===== src/rtl/ahb_dw_splitter_if.sv =====
// Bus bundle for the 64-to-32 bit AHB-Lite size converter.
// Upstream (64-bit) and downstream (32-bit) signals share one interface.
interface ahb_dw_splitter_if;
    logic        HSEL;
    logic [31:0] HADDR;
    logic [1:0]  HTRANS;
    logic [2:0]  HSIZE;
    logic        HWRITE;
    logic        HREADY;
    logic [63:0] HWDATA;
    logic [63:0] HRDATA;
    logic        HREADYOUT;
    logic        HRESP;
    logic [31:0] M_HADDR;
    logic [1:0]  M_HTRANS;
    logic [2:0]  M_HSIZE;
    logic        M_HWRITE;
    logic [31:0] M_HWDATA;
    logic [31:0] M_HRDATA;
    logic        M_HREADY;
    logic        M_HRESP;

    modport slave (
        input  HSEL, HADDR, HTRANS, HSIZE, HWRITE, HREADY, HWDATA,
               M_HRDATA, M_HREADY, M_HRESP,
        output HRDATA, HREADYOUT, HRESP,
               M_HADDR, M_HTRANS, M_HSIZE, M_HWRITE, M_HWDATA
    );

    modport master (
        output HSEL, HADDR, HTRANS, HSIZE, HWRITE, HREADY, HWDATA,
               M_HRDATA, M_HREADY, M_HRESP,
        input  HRDATA, HREADYOUT, HRESP,
               M_HADDR, M_HTRANS, M_HSIZE, M_HWRITE, M_HWDATA
    );
endinterface


===== src/rtl/ahb_dw_splitter.sv =====
// AHB-Lite 64-to-32 bit size converter: splits aligned doubleword transfers into
// two 32-bit transfers, passes narrower transfers straight through.
module ahb_dw_splitter (
    input  logic               HCLK,
    input  logic               HRESETn,
    ahb_dw_splitter_if.slave   bus
);

    typedef enum logic [2:0] {
        ST_IDLE  = 3'd0,
        ST_SGL   = 3'd1,
        ST_DW_LO = 3'd2,
        ST_DW_HI = 3'd3,
        ST_ERR1  = 3'd4,
        ST_ERR2  = 3'd5
    } state_t;

    state_t       state_q, state_d;
    logic         a2_q, a2_d;
    logic         wr_q, wr_d;
    logic [31:3]  addr_q, addr_d;
    logic [31:0]  lo_q, lo_d;

    logic         accept_s;
    logic         dw_s;
    logic         misalign_s;
    state_t       new_state_s;
    logic         passthru_s;

    // Request decode and the state a completing data phase hands over to
    always_comb begin
        accept_s   = bus.HSEL & ((bus.HTRANS == 2'b10) | (bus.HTRANS == 2'b11)) & bus.HREADY;
        dw_s       = (bus.HSIZE == 3'd3);
        misalign_s = dw_s & (bus.HADDR[2:0] != 3'd0);
        if (!accept_s) begin
            new_state_s = ST_IDLE;
        end else if (misalign_s) begin
            new_state_s = ST_ERR1;
        end else if (dw_s) begin
            new_state_s = ST_DW_LO;
        end else begin
            new_state_s = ST_SGL;
        end
    end

    // Next-state and capture logic
    always_comb begin
        state_d = state_q;
        a2_d    = a2_q;
        wr_d    = wr_q;
        addr_d  = addr_q;
        lo_d    = lo_q;
        case (state_q)
            ST_IDLE, ST_ERR2: begin
                state_d = new_state_s;
            end
            ST_SGL, ST_DW_HI: begin
                if (bus.M_HREADY) begin
                    state_d = new_state_s;
                end else begin
                    state_d = state_q;
                end
            end
            ST_DW_LO: begin
                // A low-half error abandons the high half and behaves like pass-through
                if (bus.M_HRESP) begin
                    if (bus.M_HREADY) begin
                        state_d = new_state_s;
                    end else begin
                        state_d = state_q;
                    end
                end else if (bus.M_HREADY) begin
                    state_d = ST_DW_HI;
                    lo_d    = bus.M_HRDATA;
                end else begin
                    state_d = state_q;
                end
            end
            ST_ERR1: begin
                state_d = ST_ERR2;
            end
            default: begin
                state_d = ST_IDLE;
            end
        endcase
        if (accept_s) begin
            a2_d   = bus.HADDR[2];
            wr_d   = bus.HWRITE;
            addr_d = bus.HADDR[31:3];
        end else begin
            a2_d   = a2_q;
            wr_d   = wr_q;
            addr_d = addr_q;
        end
    end

    // State and capture registers
    always_ff @(posedge HCLK or negedge HRESETn) begin
        if (!HRESETn) begin
            state_q <= ST_IDLE;
            a2_q    <= 1'b0;
            wr_q    <= 1'b0;
            addr_q  <= 29'd0;
            lo_q    <= 32'd0;
        end else begin
            state_q <= state_d;
            a2_q    <= a2_d;
            wr_q    <= wr_d;
            addr_q  <= addr_d;
            lo_q    <= lo_d;
        end
    end

    // Downstream address-phase mux and upstream response; reset forces a quiet bus
    always_comb begin
        passthru_s = (state_q == ST_IDLE) || (state_q == ST_SGL) || (state_q == ST_DW_HI) ||
                     (state_q == ST_ERR2) || ((state_q == ST_DW_LO) && bus.M_HRESP);

        if (passthru_s) begin
            bus.M_HADDR  = bus.HADDR;
            bus.M_HWRITE = bus.HWRITE;
            bus.M_HSIZE  = (bus.HSIZE > 3'd2) ? 3'd2 : bus.HSIZE;
            bus.M_HTRANS = (accept_s && !misalign_s) ? 2'b10 : 2'b00;
        end else if (state_q == ST_DW_LO) begin
            bus.M_HADDR  = {addr_q, 3'b100};
            bus.M_HWRITE = wr_q;
            bus.M_HSIZE  = 3'd2;
            bus.M_HTRANS = 2'b10;
        end else begin
            bus.M_HADDR  = {addr_q, 3'b000};
            bus.M_HWRITE = wr_q;
            bus.M_HSIZE  = 3'd2;
            bus.M_HTRANS = 2'b00;
        end

        case (state_q)
            ST_SGL: begin
                bus.M_HWDATA  = a2_q ? bus.HWDATA[63:32] : bus.HWDATA[31:0];
                bus.HRDATA    = a2_q ? {bus.M_HRDATA, 32'h0000_0000} : {32'h0000_0000, bus.M_HRDATA};
                bus.HREADYOUT = bus.M_HREADY;
                bus.HRESP     = bus.M_HRESP;
            end
            ST_DW_LO: begin
                bus.M_HWDATA  = bus.HWDATA[31:0];
                bus.HRDATA    = {bus.M_HRDATA, lo_q};
                bus.HREADYOUT = bus.M_HRESP ? bus.M_HREADY : 1'b0;
                bus.HRESP     = bus.M_HRESP;
            end
            ST_DW_HI: begin
                bus.M_HWDATA  = bus.HWDATA[63:32];
                bus.HRDATA    = {bus.M_HRDATA, lo_q};
                bus.HREADYOUT = bus.M_HREADY;
                bus.HRESP     = bus.M_HRESP;
            end
            ST_ERR1: begin
                bus.M_HWDATA  = bus.HWDATA[31:0];
                bus.HRDATA    = {bus.M_HRDATA, lo_q};
                bus.HREADYOUT = 1'b0;
                bus.HRESP     = 1'b1;
            end
            ST_ERR2: begin
                bus.M_HWDATA  = bus.HWDATA[31:0];
                bus.HRDATA    = {bus.M_HRDATA, lo_q};
                bus.HREADYOUT = 1'b1;
                bus.HRESP     = 1'b1;
            end
            default: begin
                bus.M_HWDATA  = bus.HWDATA[31:0];
                bus.HRDATA    = {bus.M_HRDATA, lo_q};
                bus.HREADYOUT = 1'b1;
                bus.HRESP     = 1'b0;
            end
        endcase

        if (!HRESETn) begin
            bus.M_HTRANS  = 2'b00;
            bus.HREADYOUT = 1'b1;
            bus.HRESP     = 1'b0;
        end else begin
            bus.M_HTRANS  = bus.M_HTRANS;
            bus.HREADYOUT = bus.HREADYOUT;
            bus.HRESP     = bus.HRESP;
        end
    end

endmodule


===== src/flat_wrapper.sv =====
// flat-port wrapper written by rule: the top's interface ports become plain ports
module ahb_dw_splitter_flat 
  (HCLK, HRESETn, bus_HSEL, bus_HADDR, bus_HTRANS, bus_HSIZE, bus_HWRITE, bus_HREADY, bus_HWDATA, bus_M_HRDATA, bus_M_HREADY, bus_M_HRESP, bus_HRDATA, bus_HREADYOUT, bus_HRESP, bus_M_HADDR, bus_M_HTRANS, bus_M_HSIZE, bus_M_HWRITE, bus_M_HWDATA);
  ahb_dw_splitter_if bus_i ();
  input  logic HCLK;
  input  logic HRESETn;
  input wire logic [$bits(bus_i.HSEL)-1:0] bus_HSEL;
  input wire logic [$bits(bus_i.HADDR)-1:0] bus_HADDR;
  input wire logic [$bits(bus_i.HTRANS)-1:0] bus_HTRANS;
  input wire logic [$bits(bus_i.HSIZE)-1:0] bus_HSIZE;
  input wire logic [$bits(bus_i.HWRITE)-1:0] bus_HWRITE;
  input wire logic [$bits(bus_i.HREADY)-1:0] bus_HREADY;
  input wire logic [$bits(bus_i.HWDATA)-1:0] bus_HWDATA;
  input wire logic [$bits(bus_i.M_HRDATA)-1:0] bus_M_HRDATA;
  input wire logic [$bits(bus_i.M_HREADY)-1:0] bus_M_HREADY;
  input wire logic [$bits(bus_i.M_HRESP)-1:0] bus_M_HRESP;
  output wire logic [$bits(bus_i.HRDATA)-1:0] bus_HRDATA;
  output wire logic [$bits(bus_i.HREADYOUT)-1:0] bus_HREADYOUT;
  output wire logic [$bits(bus_i.HRESP)-1:0] bus_HRESP;
  output wire logic [$bits(bus_i.M_HADDR)-1:0] bus_M_HADDR;
  output wire logic [$bits(bus_i.M_HTRANS)-1:0] bus_M_HTRANS;
  output wire logic [$bits(bus_i.M_HSIZE)-1:0] bus_M_HSIZE;
  output wire logic [$bits(bus_i.M_HWRITE)-1:0] bus_M_HWRITE;
  output wire logic [$bits(bus_i.M_HWDATA)-1:0] bus_M_HWDATA;
  assign bus_i.HSEL = bus_HSEL;
  assign bus_i.HADDR = bus_HADDR;
  assign bus_i.HTRANS = bus_HTRANS;
  assign bus_i.HSIZE = bus_HSIZE;
  assign bus_i.HWRITE = bus_HWRITE;
  assign bus_i.HREADY = bus_HREADY;
  assign bus_i.HWDATA = bus_HWDATA;
  assign bus_i.M_HRDATA = bus_M_HRDATA;
  assign bus_i.M_HREADY = bus_M_HREADY;
  assign bus_i.M_HRESP = bus_M_HRESP;
  assign bus_HRDATA = bus_i.HRDATA;
  assign bus_HREADYOUT = bus_i.HREADYOUT;
  assign bus_HRESP = bus_i.HRESP;
  assign bus_M_HADDR = bus_i.M_HADDR;
  assign bus_M_HTRANS = bus_i.M_HTRANS;
  assign bus_M_HSIZE = bus_i.M_HSIZE;
  assign bus_M_HWRITE = bus_i.M_HWRITE;
  assign bus_M_HWDATA = bus_i.M_HWDATA;
  ahb_dw_splitter u_core (.HCLK(HCLK), .HRESETn(HRESETn), .bus(bus_i));
endmodule

===== config.mk =====
export PLATFORM = sky130hd
export DESIGN_NAME = ahb_dw_splitter_flat
export DESIGN_NICKNAME = d
export VERILOG_FILES = /design/src/rtl/ahb_dw_splitter_if.sv /design/src/rtl/ahb_dw_splitter.sv /design/src/flat_wrapper.sv
export SDC_FILE = /design/constraint.sdc
export NUM_CORES = 1
export LEC_CHECK = 0
export BUFFER_PORTS_ARGS = -buffer_cell sky130_fd_sc_hd__buf_2
export CORE_AREA = 4 4 130 119
export DETAILED_ROUTE_END_ITERATION = 10
export DIE_AREA = 0 0 134 123
export PLACE_DENSITY = 0.65
export SYNTH_ARGS = -nofsm -noshare
export SYNTH_HDL_FRONTEND = slang
export SYNTH_SLANG_ARGS = --single-unit

===== constraint.sdc =====
create_clock -name HCLK -period 2.95 [get_ports HCLK]
set_input_delay 0.295 -clock HCLK [delete_from_list [all_inputs] [get_ports HCLK]]
set_output_delay 0.295 -clock HCLK [all_outputs]
set_load 0.005 [all_outputs]

==> summary.md <==
| Metric | Value |
|---|---|
| Setup crit start kind | `flip-flop` |
| Clk buf depth | `2` |
| Synth area leaders | `dfrtp_1 40%, mux2_2 26%, mux2_4 11%` |
| Synth top area share | `39.6%` |
| DR pass1 iterations | `4` |
| Post-CTS Setup Inserts | `0` |
| Post-synthesis register bit count | `66` |
| Drt drc | `0` |
| Register area share after synthesis | `39.6%` |
| Syn Area/Cell | `12.8 um2` |
| Synth Warn # | `0` |
| Post-route ant nets | `0` |
| Dpl hpwl | `9420 um` |
| Worst path cell trace | `o21bai_1 -> a21oi_2 -> buf_4 -> mux2_2 -> buf_2` |
| CTS resizes | `0` |
| Min cycle time layout | `2470 ps` |
| Pleak | `0.00315 uW` |
| Max Fclk | `0.405 GHz` |
| Total number of vias | `3616` |
| Starting DRT DRC Count | `119` |
| Arr. time, crit path | `2180 ps` |
| Worst-path maximum fanout | `34` |
| Hold crit path type | `primary input to flip-flop` |
| Drt via density | `4.58` |
| Row count | `41` |
| Register area | `1650 um2` |
| Die Ht | `123 um` |
| Area after DPL | `5650 um2` |
| CTS sink count | `66` |
| Worst Setup Path Type | `flip-flop to output pin` |
| Cell taking the most area after synthesis | `dfrtp_1` |
| Ys flop type | `dfrtp_1` |
| Gr ovfl total | `0` |
| EDFF count, synth | `0` |
| H-tree levels | `3` |
| Outcome | `finished clean` |
| Number of port buffers | `272` |
| Clk slew on worst S/H paths | `60 ps` |
| DRT Wirelength | `12300 um` |
| CTS tree | `yes` |
| CTS root buf | `clkbuf_16` |
| Mapped Cells | `326` |
| Power density cells | `472 nW/um2` |
| Critical Path Sink Type | `output pin` |
| Total Power | `2810 uW` |
| Initial antenna violation count | `0` |
| Number of buffers created by CTS | `9` |
| GPL Wtd Cong | `0.770` |
| Mapped cell area | `4170 um2` |
| Worst skew pair latency | `320 ps` |
| DIE WIDTH | `134 um` |
| Setup Skew | `1.81 ps` |
| Reg2reg setup slack | `1040 ps` |
| DIE AREA | `16500 um2` |
| Most frequent cells after synthesis | `95 x mux2_2, 66 x dfrtp_1, 34 x nor2b_1, 33 x a22o_1, 30 x mux2_4` |
| RSZ-0062 raised after global routing | `false` |
| First-pass GRT wire length | `18500 um` |
| Worst slew margin | `51.9%` |
| Pin count of the biggest net entering global routing | `65` |
| # IOs | `276` |
| GRT Total Usage | `13.8%` |
| Core Region | `14000 um2` |
| Final Max Tran Viols | `0` |
| Worst slew pin tran | `722 ps` |
| Area Growth Syn to Fin | `42.7%` |
| Slowest cell on crit path | `dfrtp_1` |
| Fill cells | `1349` |
| Count leader, synth | `mux2_2` |
| Asr flop ratio synth | `100%` |
| Library cells used by synthesis | `42` |
| Multi-input gate area | `2330 um2` |
| Slowest Stage Delay on Critical Path | `510 ps` |
| Worst ir drop on vdd | `261 uV` |
| Wire length per cell | `15.6 um` |
| Cell area after layout | `5950 um2` |
| Antenna Cells | `0` |
| Proportion of layout cells with a drive suffix above 1 | `71.6%` |
| Initial Util | `29.8%` |
| Final period utilization | `83.8%` |
| Final net count | `731` |
| Worst Path Required | `2650 ps` |
| Setup TNS Final | `0 ps` |
| # setup viols final | `0` |
| Max Cap Viol | `0` |
| Number of global-route vias before repair | `3564` |
| Final hold violations | `0` |
## flip-flops by register name (all words and copies together) (netlist names)
register        flops
u_core.lo_q        32
u_core.addr_q      29
u_core.state_q      3
u_core.a2_q         1
u_core.wr_q         1
## repair_timing
action,CTS,global route
setup endpoints to repair,0,0
hold buffers,1,0
endpoints found under the hold margin,8,0
## per-stage QoR
| stage | hold WS [ps] | util (%) | cells | setup WS [ps] |
|---|---|---|---|---|
| after floorplan | -0.591 | - | 327 | 1140 |
| after global placement | 224 | 40.3 | 772 | 872 |
| after detailed placement | 236 | 40.3 | 772 | 802 |
| after CTS | 198 | 42.5 | 789 | 445 |
| after global routing | 205 | 42.5 | 789 | 369 |
| final | 216 | 42.5 | 789 | 479 |
## power breakdown
group,internal (uW),total (uW),switching (uW)
Sequential,1000,1060,56.4
Combinational,394,699,304
Clock,652,1050,398
Total,2050,2810,759
## cell families (layout without fill, tap and decap cells)
logic type      after synthesis  count (layout)  share of synthesized area, %
other cells                   1               2                        0.0899
buf+inv                      30             299                          4.74
mux                         126             126                          36.7
flops                        66              66                          39.6
simple gates                 55              55                          9.12
compound gates               48              48                          9.78
## per-layer routing
metal / up-vias / share of wire [%] / GRT usage, %
li1: 1722 / - / -
met1: 1722 / 43 / 17.8
met2: 163 / 47 / 21.7
met3: 9 / 9.4 / 5.29
met4: 0 / 0.95 / 3.47
met5: - / 0 / 0
## worst max-delay path: cells and delay by family (launching register included)
kind | cells | cell delay (ps)
buffers and inverters | 2 | 520
muxes | 1 | 400
DFF | 1 | 510
AOI/OAI and AO/OA | 2 | 410
## path summary, 6_finish.rpt
kind                                         from           endpoint  depth (start not counted)
worst max register to register  u_core.state_q[1]    u_core.lo_q[31]                          4
min in group asynchronous                 HRESETn  u_core.state_q[2]                          2
worst max-delay path            u_core.state_q[2]     bus_M_HADDR[8]                          5
worst min-delay path                 bus_HADDR[3]   u_core.addr_q[3]                          2
worst min register to register  u_core.addr_q[23]  u_core.addr_q[23]                          1
max in group asynchronous                 HRESETn  u_core.addr_q[29]                          3
## cell usage in the layout, fill, tap and decap left out, types with 2 or more instances in the layout
master / n
o21a_1: 2
buf_4: 7
inv_1: 3
mux2_2: 95
clkinv_4: 2
nand2b_1: 2
mux2_4: 30
buf_2: 272
and2_1: 3
dfrtp_1: 66
nor2b_1: 34
a22o_1: 33
conb_1: 2
nand3_1: 2
clkbuf_16: 9
clkinv_2: 3
o21ai_0: 2
## layout make-up
class                      instances  share of cell area (%)
sequential                        66                    27.7
clock buffer                       9                    3.78
clock inverter                     7                    1.18
timing repair buffer             280                    23.9
inverter                           3                   0.189
tap                              193                    4.06
multi-input combinational        231                    39.1
No activity file was read; power rests on OpenSTA's default activity.
